**src/rtl/key_expansion.sv**
```systemverilog
// Iterative AES-128 key schedule: accepts one cipher key and produces one round key per
// clock, holding all 11 round keys on a flat bus until the next key is accepted.
module key_expansion (
    input  logic          clk,
    input  logic          reset_n,
    input  logic          IN_valid,
    input  logic [127:0]  IN_key,
    output logic          IN_ready,
    output logic          busy,
    output logic          OUT_valid,
    output logic          OUT_done,
    output logic [1407:0] OUT_keys
);

    typedef enum logic [1:0] {
        IDLE   = 2'b00,
        READY  = 2'b01,
        EXPAND = 2'b10
    } state_t;

    // FIPS-197 S-box, entry 0 in the most significant byte
    localparam logic [2047:0] SBOX = {
        128'h637c777bf26b6fc53001672bfed7ab76, 128'hca82c97dfa5947f0add4a2af9ca472c0,
        128'hb7fd9326363ff7cc34a5e5f171d83115, 128'h04c723c31896059a071280e2eb27b275,
        128'h09832c1a1b6e5aa0523bd6b329e32f84, 128'h53d100ed20fcb15b6acbbe394a4c58cf,
        128'hd0efaafb434d338545f9027f503c9fa8, 128'h51a3408f929d38f5bcb6da2110fff3d2,
        128'hcd0c13ec5f974417c4a77e3d645d1973, 128'h60814fdc222a908846eeb814de5e0bdb,
        128'he0323a0a4906245cc2d3ac629195e479, 128'he7c8376d8dd54ea96c56f4ea657aae08,
        128'hba78252e1ca6b4c6e8dd741f4bbd8b8a, 128'h703eb5664803f60e613557b986c11d9e,
        128'he1f8981169d98e949b1e87e9ce5528df, 128'h8ca1890dbfe6426841992d0fb054bb16
    };

    function automatic logic [7:0] sbox(input logic [7:0] b);
        return SBOX[{~b, 3'b111} -: 8];
    endfunction

    state_t       state, state_n;
    logic [3:0]   rnd;
    logic [127:0] key_q [11];
    logic [127:0] prev_key, next_key;
    logic [31:0]  w0, w1, w2, w3, rot, t, n0, n1, n2, n3;
    logic [7:0]   rcon;
    logic         accept, last_step;

    assign busy      = (state == EXPAND);
    assign OUT_valid = (state == READY);
    assign IN_ready  = !busy;
    assign accept    = IN_valid && IN_ready;
    assign last_step = busy && (rnd == 4'd10);

    always_comb begin
        prev_key = '0;
        for (int unsigned i = 0; i < 10; i++) begin
            if (rnd == 4'(i + 1)) prev_key = key_q[i];
        end
    end

    always_comb begin
        rcon = 8'h00;
        case (rnd)
            4'd1:    rcon = 8'h01;
            4'd2:    rcon = 8'h02;
            4'd3:    rcon = 8'h04;
            4'd4:    rcon = 8'h08;
            4'd5:    rcon = 8'h10;
            4'd6:    rcon = 8'h20;
            4'd7:    rcon = 8'h40;
            4'd8:    rcon = 8'h80;
            4'd9:    rcon = 8'h1b;
            4'd10:   rcon = 8'h36;
            default: rcon = 8'h00;
        endcase
    end

    assign {w0, w1, w2, w3} = prev_key;
    assign rot      = {w3[23:0], w3[31:24]};
    assign t        = {sbox(rot[31:24]) ^ rcon, sbox(rot[23:16]), sbox(rot[15:8]), sbox(rot[7:0])};
    assign n0       = w0 ^ t;
    assign n1       = w1 ^ n0;
    assign n2       = w2 ^ n1;
    assign n3       = w3 ^ n2;
    assign next_key = {n0, n1, n2, n3};

    always_comb begin
        state_n = state;
        case (state)
            IDLE, READY: if (accept) state_n = EXPAND;
            EXPAND:      if (rnd == 4'd10) state_n = READY;
            default:     state_n = IDLE;
        endcase
    end

    always_ff @(posedge clk or negedge reset_n) begin
        if (!reset_n) state <= IDLE;
        else          state <= state_n;
    end

    always_ff @(posedge clk or negedge reset_n) begin
        if (!reset_n) begin
            rnd      <= '0;
            OUT_done <= 1'b0;
            for (int unsigned i = 0; i < 11; i++) key_q[i] <= '0;
        end else begin
            OUT_done <= last_step;
            if (accept) begin
                key_q[0] <= IN_key;
                rnd      <= 4'd1;
            end else if (busy) begin
                for (int unsigned i = 1; i < 11; i++) begin
                    if (rnd == 4'(i)) key_q[i] <= next_key;
                end
                rnd <= last_step ? 4'd0 : rnd + 4'd1;
            end
        end
    end

    always_comb begin
        OUT_keys = '0;
        for (int unsigned i = 0; i < 11; i++) OUT_keys[128*i +: 128] = key_q[i];
    end

endmodule

```
**config.mk**
```make
export PLATFORM = sky130hd
export DESIGN_NAME = key_expansion
export DESIGN_NICKNAME = d
export VERILOG_FILES = /design/src/rtl/key_expansion.sv
export SDC_FILE = /design/constraint.sdc
export NUM_CORES = 2
export LEC_CHECK = 0
export ABC_CLOCK_PERIOD_IN_PS = 7000
export CAP_MARGIN = 20
export CORE_AREA = 10 10 588 590
export DETAILED_ROUTE_END_ITERATION = 8
export DIE_AREA = 0 0 598 600
export MAX_ROUTING_LAYER = met4
export SLEW_MARGIN = 0
export SYNTH_ARGS = -nofsm -noshare
export SYNTH_HDL_FRONTEND = slang
export SYNTH_SLANG_ARGS = --single-unit
```
**constraint.sdc**
```tcl
create_clock -name clk -period 7 [get_ports clk]
set_input_delay 1.75 -clock clk [delete_from_list [all_inputs] [get_ports clk]]
set_output_delay 1.75 -clock clk [all_outputs]
set_load 0.01 [all_outputs]
```
==> results.md <==
- Async S/R FF share, synth: 100%
- #FFs+latches synth: 1415
- Largest net degree at the start of global routing: approximately 160
- Syn Inst Count: roughly 9000
- Post-route ant nets: 0
- Yosys top cell area share: a little under half
- CTS sink count: roughly 1400
- Layout cells sized above 1: around 14%
- Synth area leaders: dfrtp_1, o21ai_0, nand2_1
- Max cap viols: 0
- Via count: 87079
- Synth Area in Compound Gates: between 20% and 30%
- Syn_area_per_cell: a little under 9 um^2
- Grt peak-use layer: met2
- Initial DRC count: 12052
- GRT Util Overall: ~36%
- Synth area leader: dfrtp_1
- Die span in x: approximately 600 um
- Layout area overhead: 40.3%
- Clk buf depth: 4
- CTS tree: done
- Mapped Nets: 9148
- Routed len/inst: approximately 43 um
- I/O pins: ~1500
- Core area: 0.333 mm^2
- Hold slack: 0.477 ns
- Adder-cell area share of the yosys netlist: 0.993%
- Fin Setup TNS: 0 ns
- Final worst path period need: about 7 ns
- Met2 usage: between 50% and 60%
- Fmax: 144 MHz
- Num rows: 212
- Later-pin clock latency in the skew report: about 0.93 ns
- Status: finished, final reports clean
- Cts bufs inserted: between 150 and 200
- Worst Clk Skew: 0.102 ns
- Clock Tree Root: clkbuf_16
- Combinational family with the most area after synthesis: compound AO/OA/AOI/OAI gates
- Pre-antenna DRT Iters: 8
- Residual DRC: 0
- First-pass GRT wire length: ~840 mm
- Clock transition at the registers of the reported paths: 0.06 ns
- Synth Warn #: 0
- Most common cell after layout, fill and taps aside: nand2_1
- Mux cell area share after synthesis: 2.77%
- Worst setup SP type: flip-flop
- Final setup fails: 0
- Most used flip-flop cell after synthesis: dfrtp_1
- M1 GR Usage: 40.6%
- GR Layer Usage met3: 11.2%
- H-tree Lvls: 4
- Synth Area in Simple Gates: 14.8%
- Max FO, Critical Path: 28
- GRT overflow: 0
- Pins Over Slew Limit: 0
- Required @ worst endpoint: around 7.7 ns
- RSZ-0062 raised after global routing: no
- Placer's final routability congestion estimate: 1.02
- Post-synth EDFFs: 0
- Final hold violations: 0
- Post-Synth XOR/XNOR Area: between 2 and 2.5%
- Crit Path Category: reg2reg
- Crit path DAT: ~7.6 ns
- Die H: 600 um
- Initial Util: 23.4%
- Final period utilization: 98.9%
- Worst-Margin Slew: 1.36 ns
- Routed WL: ~650 mm
- Worst min path class: reg2reg
- Synth Cell Area: around 0.08 mm^2
- Commonest cells after routing, fill and taps aside: nand2_1, clkdlybuf4s50_1, o21ai_0
- Fill cells: ~35000
- Die area: about 0.36 mm^2
- Vias per cell: around 5.8
- Register area share after synthesis: between 40% and 50%
- Antenna violations before repair: 70
- Synth unique cells: approximately 130
- Critical Path Sink Type: flip-flop
- Slew margin rel.: under 10%
- Port bufs: 1542
- Vias in the first global route: a little over 80000
- Dpl ws: approximately 0.15 ns
- Detailed Place HPWL: ~500 mm
- Final setup margin: just under 0.08 ns
- Final nets: roughly 11000
- Worst R2R Setup Slack: between 0.07 and 0.08 ns
cell usage after synthesis, types with 20 or more instances:
| master | number |
|---|---|
| a2111oi_0 | 24 |
| a211o_1 | 31 |
| a211oi_1 | 118 |
| a21o_1 | 32 |
| a21oi_1 | 477 |
| a221o_1 | 43 |
| a221oi_1 | 106 |
| a22oi_1 | 156 |
| a311o_1 | 20 |
| a311oi_1 | 75 |
| a31oi_1 | 91 |
| and3_1 | 29 |
| buf_1 | 52 |
| buf_2 | 229 |
| buf_4 | 71 |
| buf_6 | 25 |
| clkbuf_1 | 505 |
| dfrtp_1 | 1415 |
| ha_1 | 62 |
| inv_1 | 54 |
| mux2_2 | 136 |
| mux2i_1 | 55 |
| nand2_1 | 1641 |
| nand2b_1 | 26 |
| nand3_1 | 156 |
| nand3b_1 | 47 |
| nand4_1 | 37 |
| nor2_1 | 387 |
| nor2b_1 | 41 |
| nor3_1 | 132 |
| nor4_1 | 26 |
| o2111ai_1 | 31 |
| o211ai_1 | 198 |
| o21ai_0 | 1528 |
| o21ai_1 | 76 |
| o221ai_1 | 66 |
| o22ai_1 | 93 |
| o311ai_0 | 56 |
| o31ai_1 | 31 |
| xnor2_1 | 98 |
| xor2_1 | 44 |
path summary, 6_finish.rpt:
kind / startpoint / endpoint / cells after the start
worst max-delay path: rnd[0]$_DFFE_PN0P_ / OUT_keys[898]$_DFFE_PN0P_ / 22
worst min-delay path: OUT_keys[1301]$_DFFE_PN0P_ / OUT_keys[1301]$_DFFE_PN0P_ / 2
worst max register to register: rnd[0]$_DFFE_PN0P_ / OUT_keys[898]$_DFFE_PN0P_ / 22
worst min register to register: OUT_keys[1301]$_DFFE_PN0P_ / OUT_keys[1301]$_DFFE_PN0P_ / 2
max in group asynchronous: reset_n / OUT_keys[285]$_DFFE_PN0P_ / 3
min in group asynchronous: reset_n / OUT_keys[137]$_DFFE_PN0P_ / 1
repair_timing:
item,in CTS,in global routing
buffers inserted,0,0
setup endpoints to repair,0,24
gates resized for setup,0,2
hold buffers,0,0
critical path: stages, from the launching register on:
cell	delay, ns
dfrtp_1	0.53
inv_1	0.18
ha_4	0.32
buf_12	0.22
a21oi_1	0.15
o21ai_0	0.30
a32oi_1	0.61
nand2_1	0.20
buf_4	0.25
ha_1	0.70
inv_1	0.24
nand3_1	0.49
a21oi_1	0.19
a21o_1	0.19
a2111oi_0	0.60
buf_4	0.23
nor4_2	0.06
buf_4	0.18
xnor2_2	0.22
mux2i_1	0.16
a311oi_4	0.34
buf_12	0.20
o21ai_1	0.08
through the flow:
step | util [%] | area, um^2 | cells
global route | 32.9 | 109000 | 15120
CTS | 32.8 | 109000 | 15079
finish | 32.9 | 110000 | 15139
floorplan | - | 78100 | 8955
global placement | 31.1 | 103000 | 14758
detailed placement | 31.1 | 104000 | 14765
area by class of cell:
cell class	instances	area [um^2]	area share, %
inverter	69	260	0.238
timing repair buffer	2306	22700	20.7
tap	4387	5490	5.01
clock inverter	74	916	0.836
antenna	59	148	0.135
sequential	1415	35400	32.3
clock buffer	240	4910	4.49
multi-input combinational	6589	39700	36.2
routing by layer:
metal | up-vias | wire length, um
li1 | 35983 | -
met1 | 43995 | 240000
met2 | 5800 | 283000
met3 | 1301 | 69800
met4 | 0 | 61100
met5 | - | 0
logic make-up after synthesis:
| kind of cell | count (synthesis) |
|---|---|
| buffers and inverters | 951 |
| multiplexers | 195 |
| adder cells (fa/ha/maj) | 62 |
| AO/OA/AOI/OAI | 3503 |
| AND/OR/NAND/NOR | 2659 |
| XOR/XNOR | 170 |
| flip-flops | 1415 |
sequential cells by signal (all words and copies together), names as in the netlist:
name and flops:
rnd 4, OUT_done 1, OUT_keys 1408, state 2
Power is left out: the tool's default activity adds up to more than one toggle a clock period on the data nets, which glitch-free logic cannot reach.
